## config.mk

```make
export PLATFORM = sky130hd
export DESIGN_NAME = led7seg_scan
export DESIGN_NICKNAME = d
export VERILOG_FILES = /design/src/rtl/led7seg_scan.sv
export SDC_FILE = /design/constraint.sdc
export NUM_CORES = 1
export LEC_CHECK = 0
export CAP_MARGIN = 5
export CORE_MARGIN = 2
export CORE_UTILIZATION = 50
export CTS_CLUSTER_SIZE = 28
export DETAILED_ROUTE_END_ITERATION = 10
export GPL_TIMING_DRIVEN = 0
export PLACE_DENSITY = 0.71
export SKIP_CTS_REPAIR_TIMING = 1
export SLEW_MARGIN = 30
export SYNTH_ARGS = -nofsm -noshare
export SYNTH_HDL_FRONTEND = slang
export SYNTH_SLANG_ARGS = --single-unit
```

## constraint.sdc

```tcl
create_clock -name clk -period 7.4 [get_ports clk]
set_clock_uncertainty 0.15 [all_clocks]
set_input_delay 1.48 -clock clk [delete_from_list [all_inputs] [get_ports clk]]
set_output_delay 1.48 -clock clk [all_outputs]
set_load 0.005 [all_outputs]
```

## src/rtl/led7seg_scan.sv

```systemverilog
// led7seg_scan: time-multiplexed scan driver for a multi-digit 7-segment display.
// Holds NUM_DIGITS packed BCD nibbles. At a prescaled rate it steps through
// them, presenting one nibble on inled_out and the matching active-low digit
// enable on an. New values are double-buffered and committed only at a frame
// boundary, so no refresh ever mixes old and new digits.
//
// Optional build macro: LED7SEG_LEADING_ZERO_BLANK_EN
//   When defined, digits above the most significant nonzero digit keep their
//   enable high (blanked). Digit 0 is never blanked.

module led7seg_scan #(
  parameter int NUM_DIGITS  = 4,
  parameter int REFRESH_DIV = 50000
) (
  input  logic                    clk,
  input  logic                    rst_n,
  input  logic                    load,
  input  logic [4*NUM_DIGITS-1:0] digits_in,
  output logic [3:0]              inled_out,
  output logic [NUM_DIGITS-1:0]   an,
  output logic                    frame_done
);

  localparam int PW = (REFRESH_DIV > 1) ? $clog2(REFRESH_DIV) : 1;
  localparam int IW = (NUM_DIGITS > 1) ? $clog2(NUM_DIGITS) : 1;
  localparam int DW = 4 * NUM_DIGITS;

  localparam logic [PW-1:0] PRESCALE_LAST = PW'(REFRESH_DIV - 1);
  localparam logic [IW-1:0] IDX_LAST      = IW'(NUM_DIGITS - 1);

  logic [PW-1:0]         prescaler;
  logic [IW-1:0]         idx;
  logic [IW-1:0]         idx_next;
  logic [DW-1:0]         active;
  logic [DW-1:0]         active_next;
  logic [DW-1:0]         pending;
  logic                  pending_valid;
  logic                  tick;
  logic                  boundary;
  logic [NUM_DIGITS-1:0] an_next;

  // Step decode: tick, next digit index, frame boundary and the active value
  // as it will stand after any commit on this edge.
  // NOTE: every signal driven here gets a default first so no path can leave it
  // unassigned, which would otherwise infer a latch.
  always_comb begin
    tick        = (prescaler == PRESCALE_LAST);
    idx_next    = (idx == IDX_LAST) ? '0 : idx + 1'b1;
    boundary    = tick && (idx_next == '0);
    active_next = active;
    if (boundary) begin
      if (load) begin
        // A load landing on the boundary goes straight to the display, so
        // digit 0 of this frame already shows it.
        active_next = digits_in;
      end else if (pending_valid) begin
        active_next = pending;
      end
    end
  end

`ifdef LED7SEG_LEADING_ZERO_BLANK_EN
  logic [NUM_DIGITS-1:0] blank;
  logic                  leading;

  // Leading-zero mask: walk down from the top digit; every digit above the
  // first nonzero one is blanked. Digit 0 is never blanked.
  always_comb begin
    blank   = '0;
    leading = 1'b1;
    for (int k = NUM_DIGITS - 1; k >= 1; k--) begin
      if (active_next[4*k +: 4] != 4'h0) leading = 1'b0;
      blank[k] = leading;
    end
  end

  // Enable for the next digit, forced high when that digit is a leading zero.
  always_comb begin
    an_next = ~(NUM_DIGITS'(1) << idx_next) | blank;
  end
`else
  // Enable for the next digit: exactly one bit low.
  always_comb begin
    an_next = ~(NUM_DIGITS'(1) << idx_next);
  end
`endif

  // Prescaler: free-running 0..REFRESH_DIV-1 counter that produces the tick.
  // NOTE: sequential state uses non-blocking assignments so every register
  // samples the pre-edge values regardless of statement order.
  always_ff @(posedge clk or negedge rst_n) begin
    if (!rst_n) begin
      prescaler <= '0;
    end else if (tick) begin
      prescaler <= '0;
    end else begin
      prescaler <= prescaler + 1'b1;
    end
  end

  // Double buffer: loads between boundaries wait in pending (last one wins);
  // a boundary commits pending into active.
  // NOTE: the digit buffers are plain registers, not a memory array, so they
  // are reset along with the rest of the state; a pending load is discarded.
  always_ff @(posedge clk or negedge rst_n) begin
    if (!rst_n) begin
      active        <= '0;
      pending       <= '0;
      pending_valid <= 1'b0;
    end else begin
      active <= active_next;
      if (boundary) begin
        pending_valid <= 1'b0;
      end else if (load) begin
        pending       <= digits_in;
        pending_valid <= 1'b1;
      end
    end
  end

  // Scan outputs: index, enable and nibble all move together on the tick edge
  // and hold between ticks; frame_done pulses on the boundary edge only.
  always_ff @(posedge clk or negedge rst_n) begin
    if (!rst_n) begin
      idx        <= IDX_LAST;
      an         <= '1;
      inled_out  <= 4'h0;
      frame_done <= 1'b0;
    end else begin
      frame_done <= boundary;
      if (tick) begin
        idx       <= idx_next;
        an        <= an_next;
        inled_out <= active_next[4*idx_next +: 4];
      end
    end
  end

endmodule

```

; ---- After elaboration in Yosys (flattened, before gate mapping)
; Index checks and enable logic that the tools add are counted.
[classes]
bitwise_logic = 2
reduce_logical = 4
eq_ne = 2
shift = 2
n_addsub = 2
muxes = 7
[ops]
columns = op, count
row1 = $mux 16, 4
row2 = $add 16x1->16 const B, 1
row3 = $eq 16x16->1 const B, 1
row4 = $shiftx 16x5->4, 1
row5 = $not 4->4, 1
row6 = $shl 1x2->4 const A, 1
row7 = $add 2x1->2 const B, 1
row8 = $eq 2x2->1 const B, 1
row9 = $logic_not 2->1, 1
row10 = $mux 1, 2
row11 = $mux 2, 1
row12 = $reduce_and 2->1, 1
row13 = $reduce_bool 2->1, 1
row14 = $logic_and 1x1->1, 1
row15 = $not 1->1, 1
[totals]
elab_cells = 27
input_bits = 19
output_inout_bits = 9
reg_bits = 60

; ---- Logic depth before layout (Yosys ltp)
; Gate-level depths: netlist of the first run.
[logic_depth]
depth_word = 6
ltp_mapped = 8

; ---- Worst setup path before layout of the first run
; OpenSTA, ideal clock, no wires.
[synth_timing]
path_type = input to register
from = in load
to = reg inled_out[2]
required_ns = 7.124
arrival_time_ns = 2.692
path_slack_ns = 4.432
cell_stages = 7
path_cell_list = buf_2 -> inv_1 -> clkbuf_1 -> o22ai_1 -> o31a_1 -> o221ai_1 -> o32a_1
[synth_between]
elab_chain_cells = 3
[synth_rtl]
columns = element, line
row1 = start: declaration, 17  ; input logic load,
row2 = $mux 16, 52  ; if (load) begin
row3 = $mux 16, 51  ; if (boundary) begin
row4 = $shiftx 16x5->4, 134  ; inled_out <= active_next[4*idx_next +: 4];
row5 = end signal: assignment, 134
row6 = end: declaration, 19  ; output logic [3:0] inled_out,
; No other way between the ends.
; A chain may end at the register's enable or synchronous reset.

; ---- Final worst setup path of the first run
; Same ends and word-level chain as after synthesis.

==> impl_metrics.env, run 1 <==
export IMPL_status="finished, final reports clean"
export IMPL_cts_max_level=3
export IMPL_crit_start="load"
export IMPL_relSlewSlack_pct=39.6
export IMPL_grt_pass1_vias=2308
export IMPL_tritoncts="done"
export IMPL_coreArea_um2=5920
export IMPL_rsz0062_at_grt="no"
export IMPL_cp_slowest_cell="clkdlybuf4s50_1"
export IMPL_numCtsBuffers=9
export IMPL_finalMaxSlewViolations=0
export IMPL_grt_pass1_wl_um=11600
export IMPL_wl_per_cell_um=16.9
export IMPL_synth_nets=331
export IMPL_die_y_um=82.5
export IMPL_drive_gt1_share_pct=14.6
export IMPL_root_buffer="clkbuf_8"
export IMPL_num_fill_cells=503
export IMPL_cp_slowest_stage_delay_ps=480
export IMPL_layout_common_cells="54 x dfrtp_1, 46 x nor2_1, 26 x clkdlybuf4s50_1"
export IMPL_hold_class="reg -> reg"
export IMPL_die_x_um=82.5
export IMPL_clockBufferDepth=2
export IMPL_yosysUniqueCellTypes=52
export IMPL_synth_compound_area_share_pct=16.6
export IMPL_die_area_um2=6800
export IMPL_setup_viol=0
export IMPL_post_dp_hpwl_um=5060
export IMPL_yosysWarnings=0
export IMPL_synth_simple_gate_area_share_pct=17.3
export IMPL_routabilityCongestion=0.840
export IMPL_diodes=0
export IMPL_ios=28
export IMPL_clock_latency_ps=340
export IMPL_port_buffers=27
export IMPL_synth_edf_count=0
export IMPL_r2r_end="active[4]"
export IMPL_ys_seq_area_share_pct=49.0
export IMPL_syn_inst=306
export IMPL_critPathKind="in -> reg"
export IMPL_netlist_area_um2=3080
export IMPL_ir_worst_vdd_v=0.000114
export IMPL_critPathCaptureType="flip-flop"
export IMPL_initial_utilization_pct=52.0
export IMPL_fin_crit_ps=3480
export IMPL_avgSynthCellArea_um2=10.1
export IMPL_cts_sinks=60
export IMPL_final_nets=370
export IMPL_synthTopCellsByArea="dfrtp_1 44%, mux2_2 5.8%, nor2_1 5.6%"
export IMPL_cp_max_fo=10
export IMPL_drt_total_wl_um=7190
export IMPL_row_count=28
export IMPL_cts_clk_slew_worst_paths_ps=70
export IMPL_ys_flop_type="dfrtp_1"
export IMPL_syn2layout_area_growth_pct=18.2
export IMPL_worstSetupEndpoint="inled_out[2]"
export IMPL_hold_viol=0
export IMPL_grtUsageTotal_pct=23.1
export IMPL_cp_start_kind="input pin"
export IMPL_timing_fmax_mhz=288
export IMPL_setup_ws_ps=3920
export IMPL_yosys_area_share_adder_pct=2.44
export IMPL_worstMarginPinSlew_ps=899
export IMPL_synthMuxAreaShare_pct=7.15
export IMPL_via_count=2505
export IMPL_drt_pass1_iter_count=5
export IMPL_grt_max_degree=47
export IMPL_final_common_cell="dfrtp_1"
export IMPL_cap_violations=0
export IMPL_drc_errors=0
export IMPL_timing_rr_start="prescaler[7]"
export IMPL_p_leak_nw=1.52
export IMPL_vias_per_cell=5.89
export IMPL_synth_seq_cells=60
export IMPL_yosysTopAreaCell="dfrtp_1"
export IMPL_worst_r2r_path_depth=6
export IMPL_ff2ff_setup_slack_ps=4500
export IMPL_synthArstFlopShare_pct=100
export IMPL_hold_path_startpoint="prescaler[0]"
export IMPL_synth_top_family_by_area="simple AND/OR/NAND/NOR gates"
export IMPL_arrival_ps=3550
export IMPL_ant_nets=0
export IMPL_power_density_nw_per_um2=181
export IMPL_cp_required_ps=7470
export IMPL_crit_chain="clkdlybuf4s50_1 -> buf_2 -> inv_1 -> clkbuf_1 -> o22ai_1 -> o31a_1 -> o221ai_1 -> o32a_1"
export IMPL_antenna_found_initial=0
export IMPL_period_share_pct=47.0
export IMPL_synth_xor_xnor_area_share_pct=3.13
export IMPL_pre_cts_ws_ps=3600
export IMPL_overflow=0
export IMPL_drt_iter0_markers=204
export IMPL_fin_setup_tns_ps=0
export IMPL_synth_top_area_share_pct=43.9
area by class of cell:
type	instances	area, µm²	share of cell area [%]
Tap cell	75	93.8	2.58
Timing Repair Buffer	28	295	8.11
Clock inverter	2	10.0	0.275
Inverter	14	65.1	1.79
Clock buffer	14	163	4.47
Buffer	15	72.6	1.99
Multi-Input combinational cell	217	1430	39.4
Sequential cell	60	1510	41.4
flip-flops by register name (all words and copies together) (netlist names):
signal	cells
pending_valid	1
idx	2
frame_done	1
prescaler	16
pending	16
inled_out	4
an	4
active	16
how the worst min path moves through the flow:
stage / endpoint / slack (ps) / cells after the start
floorplan: prescaler[0] / 270 / 1
global placement: prescaler[0] / 280 / 1
detailed placement: prescaler[0] / 300 / 1
CTS: prescaler[0] / 300 / 1
global route: prescaler[0] / 330 / 1
finish: prescaler[0] / 300 / 1
metrics by stage:
stage	hold WS [ps]	utilization [%]	cells	power (W)	cell area, µm²
2_1_floorplan	274	-	306	0.000370	3080
3_3_place_gp	285	58.2	408	0.000394	3440
3_5_place_dp	296	58.6	409	0.000397	3470
4_1_cts	305	61.5	425	0.000659	3640
5_1_grt	329	61.5	425	0.000683	3640
6_report	302	61.5	425	0.000659	3640
kinds of logic (layout without fill, tap and decap cells):
group,after synthesis,in the layout
and+or+nand+nor,110,110
AOI/OAI and AO/OA,70,70
DFF,60,60
buffers and inverters,29,73
muxes,20,20
xor gates and xnor gates,11,11
adders and majority gates,6,6
worst max-delay path: cells and delay by family:
| family | cells | cell delay [ps] |
|---|---|---|
| buf+inv | 4 | 1100 |
| compound gates | 4 | 970 |
Yosys cell counts, drive strengths merged (3+ instances only):
master / instances
o21ai: 12
o221ai: 9
a221oi: 3
o22ai: 11
dfrtp: 54
nor2: 46
nand3: 8
xor2: 7
mux2i: 4
mux2: 16
a31oi: 11
clkbuf: 11
inv: 13
o32a: 3
dfstp: 6
nand2: 26
a32oi: 3
ha: 6
nand4: 5
nand2b: 3
buf: 4
a21oi: 6
nor3: 3
xnor2: 4
per-layer routing:
layer / wire, µm / part of all wire [%] / global-route usage (%)
met1: 3360 / 47 / 32.3
met5: 0 / 0 / 0
met4: 114 / 1.6 / 10.2
met2: 3350 / 47 / 34.9
met3: 367 / 5.1 / 4.57
where the power goes:
part | total [W] | switching (W) | internal (W)
combinational | 0.0000463 | 0.0000233 | 0.0000230
sequential | 0.000345 | 0.00000647 | 0.000338
clock | 0.000269 | 0.000129 | 0.000139
total | 0.000659 | 0.000159 | 0.000500
No activity file was read; power rests on OpenSTA's default activity.
==> inputs of run 2 (changes only) <==
==> constraint.sdc (replaced) <==
create_clock -name clk -period 3.5 [get_ports clk]
set_clock_uncertainty 0.15 [all_clocks]
set_input_delay 0.7 -clock clk [delete_from_list [all_inputs] [get_ports clk]]
set_output_delay 0.7 -clock clk [all_outputs]
set_load 0.005 [all_outputs]
==> results of run 2 <==
The final DEF is identical to that of run 1. Status: finished, final reports clean.
Main changes from that run: setup slack after placement 3600 ps -> 485 ps; setup slack after layout 3920 ps -> 602 ps; hold slack 302 ps -> 54.2 ps; start point of the critical path load -> prescaler[7]; end point of the critical path inled_out[2] -> active[4]; register-to-register setup slack 4500 ps -> 600 ps; total power 0.000659 W -> 0.00139 W; worst IR drop on VDD 0.000114 V -> 0.000242 V
